[config.mk]
export PLATFORM = sky130hd
export DESIGN_NAME = modred48_seq
export DESIGN_NICKNAME = d
export VERILOG_FILES = /design/src/rtl/modred_pkg.sv /design/src/rtl/modred_step.sv /design/src/rtl/modred48_seq.sv
export SDC_FILE = /design/constraint.sdc
export NUM_CORES = 1
export LEC_CHECK = 0
export CAP_MARGIN = 20
export CORE_MARGIN = 10
export CORE_UTILIZATION = 30
export DETAILED_ROUTE_END_ITERATION = 10
export PLACE_DENSITY = 0.57
export SLEW_MARGIN = 0
export SYNTH_ARGS = -nofsm -noshare
export SYNTH_HDL_FRONTEND = slang
export SYNTH_SLANG_ARGS = --single-unit
[constraint.sdc]
create_clock -name clk -period 3.25 [get_ports clk]
set_clock_uncertainty 0.05 [all_clocks]
set_input_delay 0.65 -clock clk [delete_from_list [all_inputs] [get_ports clk]]
set_output_delay 0.65 -clock clk [all_outputs]
set_load 0.005 [all_outputs]
[src/rtl/modred_pkg.sv]
// modred_pkg: shared state encoding, default widths and counter sizing for the modular reducer
package modred_pkg;
  typedef enum logic [1:0] {IDLE, RUN, DONE} state_t;
  localparam int DEF_PW = 48;
  localparam int DEF_MW = 24;
  function automatic int cnt_w(input int w);
    return $clog2(w);
  endfunction
  localparam int CNT_W = cnt_w(DEF_PW);
endpackage

[src/rtl/modred_step.sv]
// modred_step: one restoring shift/compare/subtract step of binary long division
module modred_step #(
  parameter int MW = 24
) (
  input  logic [MW:0]   r,
  input  logic          b,
  input  logic [MW-1:0] m,
  output logic [MW:0]   r_nx,
  output logic          q_bit
);
  logic [MW+1:0] t;
  logic          ge;
  assign t     = {r, b};
  assign ge    = t >= {2'b00, m};
  assign q_bit = ge;
  assign r_nx  = ge ? (MW+1)'(t - {2'b00, m}) : t[MW:0];
endmodule

[src/rtl/modred48_seq.sv]
// modred48_seq: bit-serial P mod M reducer with valid/ready on both sides; MODRED_QUOTIENT_EN adds the Q quotient port
module modred48_seq
  import modred_pkg::*;
#(
  parameter int PW = DEF_PW,
  parameter int MW = DEF_MW
) (
  input  logic          clk,
  input  logic          rst,
  input  logic          in_valid,
  output logic          in_ready,
  input  logic [PW-1:0] P,
  input  logic [MW-1:0] M,
  output logic          out_valid,
  input  logic          out_ready,
  output logic [MW-1:0] R,
  output logic          err
`ifdef MODRED_QUOTIENT_EN
  ,
  output logic [PW-1:0] Q
`endif
);
  localparam int CW = cnt_w(PW);
  state_t        state, state_nx;
  logic [PW-1:0] p_sh;
  logic [MW-1:0] m_r;
  logic [MW:0]   r, r_nx;
  logic [CW-1:0] cnt;
  logic          err_r;
  logic          accept;
`ifdef MODRED_QUOTIENT_EN
  logic [PW-1:0] q_sh;
  logic          q_bit;
`else
  logic          unused_q_bit;
`endif
  modred_step #(.MW(MW)) u_step (
    .r    (r),
    .b    (p_sh[PW-1]),
    .m    (m_r),
    .r_nx (r_nx),
`ifdef MODRED_QUOTIENT_EN
    .q_bit(q_bit)
`else
    .q_bit(unused_q_bit)
`endif
  );
  // handshakes and next state; a result can be consumed and a new pair accepted in one cycle
  always_comb begin
    in_ready  = state == IDLE || (state == DONE && out_ready);
    out_valid = state == DONE;
    accept    = in_valid && in_ready;
    state_nx  = accept ? (M == '0 ? DONE : RUN)
              : (state == RUN && cnt == '0) ? DONE
              : (state == DONE && out_ready) ? IDLE : state;
  end
  // state register plus operand latch on accept and one division step per RUN cycle
  always_ff @(posedge clk) begin
    if (rst) begin
      state <= IDLE;
      p_sh  <= '0;
      m_r   <= '0;
      r     <= '0;
      cnt   <= '0;
      err_r <= 1'b0;
`ifdef MODRED_QUOTIENT_EN
      q_sh  <= '0;
`endif
    end else begin
      state <= state_nx;
      if (accept) begin
        p_sh  <= P;
        m_r   <= M;
        r     <= '0;
        cnt   <= CW'(PW - 1);
        err_r <= M == '0;
`ifdef MODRED_QUOTIENT_EN
        q_sh  <= '0;
`endif
      end else if (state == RUN) begin
        r    <= r_nx;
        p_sh <= {p_sh[PW-2:0], 1'b0};
        cnt  <= cnt - 1'b1;
`ifdef MODRED_QUOTIENT_EN
        q_sh <= {q_sh[PW-2:0], q_bit};
`endif
      end
    end
  end
  assign R   = r[MW-1:0];
  assign err = err_r;
`ifdef MODRED_QUOTIENT_EN
  assign Q = q_sh;
`endif
endmodule

==> metrics, run 1 <==
DRT Pass-1 Iters 7; cell taking the most area after synthesis dfxtp_1; Initial Util 0.307; Worst Max-Slew Pin Slew ~1.1 ns; CP max stage delay 0.55 ns; total wire length around 16000 um; peak supply drop a little over 0.0003 V; status finished clean; H-tree depth 3; die height about 160 um; f_max between 0.3 and 0.4 GHz; relative slew slack 0.276; die width between 150 and 200 um; Max-cap violations 0; row cnt 50; number of buffers created by CTS 9; CP Max Fanout 4; Power Total ~0.0043 W; CTS tree yes; vias in the first global route 5212; EDFF count, synth 0; Synth area leaders dfxtp_1 37%, nand2_1 11%, a311oi_1 6.9%; Post-DRT Antenna Nets 0; Top Ports between 100 and 150; area of the mapped netlist about 5800 sq um; slowest stage cell, crit path or4_1; commonest non-fill, non-tap cell in the layout nand2_1; initial antenna violation count 6; Final Cycle Share 0.940; register area share after synthesis 0.365; Worst Hold Class reg2reg; final setup fails 0; I/O Buffers between 100 and 150; Hold Fails Final Rpt 0; most frequent cells in the layout 169 x nand2_1, 106 x dfxtp_1, 101 x clkdlybuf4s50_1, 78 x a21oi_1, 66 x nor2_1; clk_lat worst skew about 0.36 ns; gpl congestion 0.879; Lkg Pwr ~2.7 nW; area added between synthesis and finish 27.4%; top-area cell type share of the netlist area 0.365; Initial DRC Count between 200 and 300; PnR worst setup slack approximately 0.2 ns; worst path required time ~3.5 ns; fill count just over 2000; CP arrival 3.29 ns; TritonCTS Sinks 106; Avg Cell Area, Syn between 7 and 8 sq um; root buffer cell clkbuf_16; vias between 5000 and 6000; Worst Setup Slack post-DPL -0.0897 ns; Tmin final between 3 and 4 ns; #FFs+latches synth roughly 110; Primary FF master, synth dfxtp_1; Worst Setup Start Kind flop; final hold slack 0.408 ns; cells along the critical path inv_1, ha_1, nand2_1, or4_4, or4_1, a21oi_1, nor4_1, o31a_1, a311o_1, xor2_1, a21oi_1; first-pass GRT wire length roughly 27000 um; DRC Markers 0; die area approximately 25000 sq um; PwrDens about 580 nW/um^2; Reg clk slew, reported paths ~0.07 ns; YS warnings 0; share of cells above drive strength 1 0.0694; CP endpoint kind flop; Final Max Tran Viols 0; largest net degree at the start of global routing roughly 80; DR WL/cell around 15 um; Crit Path Class reg2reg; RSZ-0062 raised after global routing no; Vias/cell a little under 5; grt total ovfl 0; hold-fix buffers at CTS 0; Total Routing Usage GR 0.127; post-synth net total approximately 870; Layout Nets 933; DPL Wire Length 12200 um; core area 18900 sq um; Netlist cell types 46; Gate Count Post-Synth around 770; CTS Buffer Depth 2; ys async rst share 0; CP dominant cell by count a21oi_1
## layout make-up
cell class / count / area (sq um) / share of cell area
multi-input cells: 554 / 3250 / 0.440
flip-flops and latches: 106 / 2120 / 0.287
repair buffers: 128 / 1250 / 0.169
well taps: 260 / 325 / 0.0440
clock buffers: 10 / 239 / 0.0323
inverters: 32 / 120 / 0.0162
clock inverters: 6 / 81.3 / 0.0110
diodes: 4 / 10.0 / 0.00135
## metrics by stage
step	utilization	TNS [ns]	cells	instance area, sq um
after floorplan	-	0	765	5810
after global placement	0.372	-0.0856	1079	7020
after detailed placement	0.372	-0.202	1079	7020
after CTS	0.389	0	1096	7360
after global routing	0.391	0	1097	7390
final	0.392	0	1100	7400
## where the power goes
part           leakage (nW)  switching, W  internal, W
Clock                 0.159      0.000543     0.000640
Combinational          1.72      0.000824     0.000748
Sequential            0.873     0.0000842      0.00142
## registers in the layout (all words and copies together) (netlist names)
register / cells
m_r: 24
state: 2
p_sh: 48
err: 1
cnt: 6
r: 25
## logic make-up after synthesis
group | Yosys count | share of synthesized area
simple gates | 284 | 0.203
compound gates | 205 | 0.226
flops | 106 | 0.365
buf+inv | 105 | 0.0866
xor+xnor | 27 | 0.0407
fa+ha+maj | 26 | 0.0573
mux | 12 | 0.0207
## final timing paths
kind | from | end | slack (ns) | cells after the start
hold reg to reg | m_r[12]$_SDFFE_PP0P_ | m_r[12]$_SDFFE_PP0P_ | 0.41 | 2
setup reg to reg | m_r[8]$_SDFFE_PP0P_ | r[24]$_SDFFE_PP0P_ | 0.20 | 11
setup / recovery | m_r[8]$_SDFFE_PP0P_ | r[24]$_SDFFE_PP0P_ | 0.20 | 11
hold / removal | m_r[12]$_SDFFE_PP0P_ | m_r[12]$_SDFFE_PP0P_ | 0.41 | 2
## repair_timing
item                                    CTS  global route
pin swaps                                 1             4
endpoints found under the setup margin    3             6
gates resized for setup                   1             6
setup buffers                             1             0
## layer usage
layer  wire [um]  global-route usage  vias to the layer above
li1            -                   -                     2771
met5          27                   0                        -
met1        7640               0.158                     2464
met4         144              0.0333                        4
met2        7400               0.198                      112
met3        1270              0.0519                       16
## Yosys cell counts (5+ instances only)
cell / instances
nand2b_1: 6
nand4_1: 5
a311oi_1: 46
a21oi_1: 78
nor2_1: 66
ha_1: 25
buf_4: 24
inv_1: 32
a31oi_1: 5
nand3_1: 10
xnor2_1: 19
o21ai_0: 40
clkbuf_1: 40
nor4_1: 8
xor2_1: 8
nand2_1: 170
dfxtp_1: 106
mux2i_1: 12
a21o_1: 8
nor3_1: 5
o211ai_1: 5
## critical path, delay by kind of cell, from the launching register on
family                     cells  cell delay (ns)
and+or+nand+nor                4             1.29
AOI/OAI and AO/OA              4             0.80
DFF                            1             0.34
adders and majority gates      1             0.33
xor gates and xnor gates       1             0.14
buffers and inverters          1             0.05
No activity file was read; power rests on OpenSTA's default activity.
==> run 2, diff against run 1 <==
--- a/config.mk
+++ b/config.mk
@@ -7,9 +7,9 @@
 export LEC_CHECK = 0
 export CAP_MARGIN = 20
 export CORE_MARGIN = 10
-export CORE_UTILIZATION = 30
+export CORE_UTILIZATION = 55
 export DETAILED_ROUTE_END_ITERATION = 10
-export PLACE_DENSITY = 0.57
+export PLACE_DENSITY = 0.88
 export SLEW_MARGIN = 0
 export SYNTH_ARGS = -nofsm -noshare
 export SYNTH_HDL_FRONTEND = slang
==> constraint.sdc (replaced) <==
create_clock -name clk -period 3.7 [get_ports clk]
set_clock_uncertainty 0.05 [all_clocks]
set_input_delay 0.74 -clock clk [delete_from_list [all_inputs] [get_ports clk]]
set_output_delay 0.74 -clock clk [all_outputs]
set_load 0.005 [all_outputs]
==> run 2 against run 1 <==
Via count increased by 3.0%. Non-clock buffer count decreased by 16. Maximum frequency decreased by 12%. Sequential power decreased by 12%. Die area decreased by 40%. Worst hold slack improved by 0.0085 ns. Utilization increased by 28 points. Total power decreased by 21%. Largest cell class unchanged.
==> metrics, run 2 (synthesized netlist as in run 1, its figures left out) <==
die height 123 um; final core occ 0.673; commonest non-fill, non-tap cell in the layout nand2_1; H-tree depth 3; status finished clean; final setup fails 0; DRT Pass-1 Iters 5; Hold Path Sink m_r[2]$_SDFFE_PP0P_; PwrDens roughly 490 nW/um^2; I/O Buffers 102; CP max stage delay roughly 0.45 ns; CTS Buffer Depth 2; Initial Util 0.563; CP endpoint kind flop; TritonCTS Sinks approximately 110; core area a little over 10000 sq um; vias in the first global route around 5500; Final Cycle Share 0.935; final hold slack between 0.4 and 0.5 ns; worst reg2reg setup slack ~0.24 ns; grt total ovfl 0; initial antenna violation count 0; worst path required time a little under 4 ns; CP Max Fanout 4; Max-cap violations 0; largest net degree at the start of global routing 60; total wire length between 15000 and 20000 um; first-pass GRT wire length around 26000 um; Post-Layout Cell Count between 900 and 1000; CTS tree yes; Crit Path Class reg2reg; Crit. Startpoint p_sh[47]$_SDFFE_PP0P_; Total Routing Usage GR 0.203; area added between synthesis and finish 19.7%; gpl congestion approximately 0.96; share of cells above drive strength 1 0.0476; Worst Max-Slew Pin Slew roughly 0.63 ns; Initial DRC Count approximately 430; cells along the critical path inv_1, ha_1, inv_1, fa_1, a211oi_2, o21ai_0, a2111oi_2, o21ai_0, nand3_1, o21ai_0, a311o_1, xor2_1, a21oi_1; CP dominant cell by count o21ai_0; Final Max Tran Viols 0; clk_lat worst skew ~0.37 ns; Vias/cell 5.78; total setup buffers inserted after CTS 0; Worst R2R Path Depth 13; vias roughly 5500; area of the multi-input gates between 3000 and 4000 sq um; root buffer cell clkbuf_8; Worst Hold Class reg2reg; reg2reg start p_sh[47]$_SDFFE_PP0P_; DPL Wire Length 11500 um; row cnt 37; placed cell count 940; most frequent cells in the layout 169 x nand2_1, 106 x dfxtp_1, 101 x clkdlybuf4s50_1, 78 x a21oi_1, 66 x nor2_1; Hold Fails Final Rpt 0; Reg clk slew, reported paths 0.11 ns; DRC Markers 0; number of cells on the worst hold path 2; origin of the worst min-delay path m_r[2]$_SDFFE_PP0P_; relative slew slack 0.574; Worst Setup Start Kind flop; Diodes inserted 0; slowest stage cell, crit path a2111oi_2; peak supply drop between 0.0002 and 0.0003 V; Biggest register p_sh; fill count a little over 800; number of buffers created by CTS 9; die width 123 um; Post-DRT Antenna Nets 0; Layout Nets 917; RR Endpoint r[24]$_SDFFE_PP0P_; f_max about 0.29 GHz; Lkg Pwr approximately 2.6 nW; Top Ports ~100; CP arrival roughly 3.7 ns; leading registers by flop count p_sh x48, r x25, m_r x24; Storage cell area approximately 2100 sq um; die area about 15000 sq um; Tmin final ~3.5 ns; max reg flops between 40 and 50; DR WL/cell between 15 and 20 um
## run 2: cell count changes in the layout (fill, tap and decap cells not counted), sizes merged
cell,previous run,this run
buf,27,11
clkbuf,10,9
clkinv,1,3
diode,4,0
inv,36,35
## run 2: worst max path at each step
stage | cells past startpoint | end | slack (ns)
final | 13 | r[24]$_SDFFE_PP0P_ | 0.24
after global routing | 13 | r[24]$_SDFFE_PP0P_ | -0.03
after CTS | 13 | r[24]$_SDFFE_PP0P_ | 0.10
after detailed placement | 13 | r[24]$_SDFFE_PP0P_ | 0.20
after global placement | 13 | r[20]$_SDFFE_PP0P_ | 0.35
after floorplan | 13 | r[20]$_SDFFE_PP0P_ | 0.61
## run 2: power by group
part	switching [W]	internal (W)	leakage (nW)
combinational	0.000709	0.000579	1.63
clock	0.000439	0.000331	0.109
sequential	0.0000794	0.00125	0.873
total	0.00123	0.00216	2.61
## run 2: what timing repair did
action,in CTS,in global routing
endpoints found under the setup margin,0,8
hold buffers,0,0
gates resized for setup,0,1
## run 2: area by class of cell
type / count / share of cell area
Tap cell: 136 / 0.0245
Clock buffer: 9 / 0.0178
Timing Repair Buffer: 112 / 0.159
Multi-Input combinational cell: 554 / 0.463
Clock inverter: 7 / 0.0133
Sequential cell: 106 / 0.305
Inverter: 32 / 0.0173
## run 2: critical path: cells and delay by family, from the launching register on
kind | cells | cell delay (ns)
xor+xnor | 1 | 0.15
simple gates | 1 | 0.26
fa+ha+maj | 2 | 0.59
compound gates | 7 | 1.82
buf+inv | 2 | 0.11
flops | 1 | 0.34
## run 2: routing by layer
layer | GRT usage | wire, um | vias up
li1 | - | - | 2733
met1 | 0.251 | 6740 | 2575
met2 | 0.345 | 7500 | 196
met3 | 0.0464 | 1000 | 26
met4 | 0.0552 | 274 | 0
met5 | 0 | 0 | -
## run 2: through the flow
step	total power (W)	TNS (ns)	area (sq um)	setup WS [ns]
finish	0.00339	0	6950	0.241
global route	0.00359	-0.0349	6950	-0.0349
CTS	0.00338	0	6950	0.102
detailed placement	0.00262	0	6730	0.196
global placement	0.00258	0	6730	0.350
floorplan	0.00229	0	5810	0.610
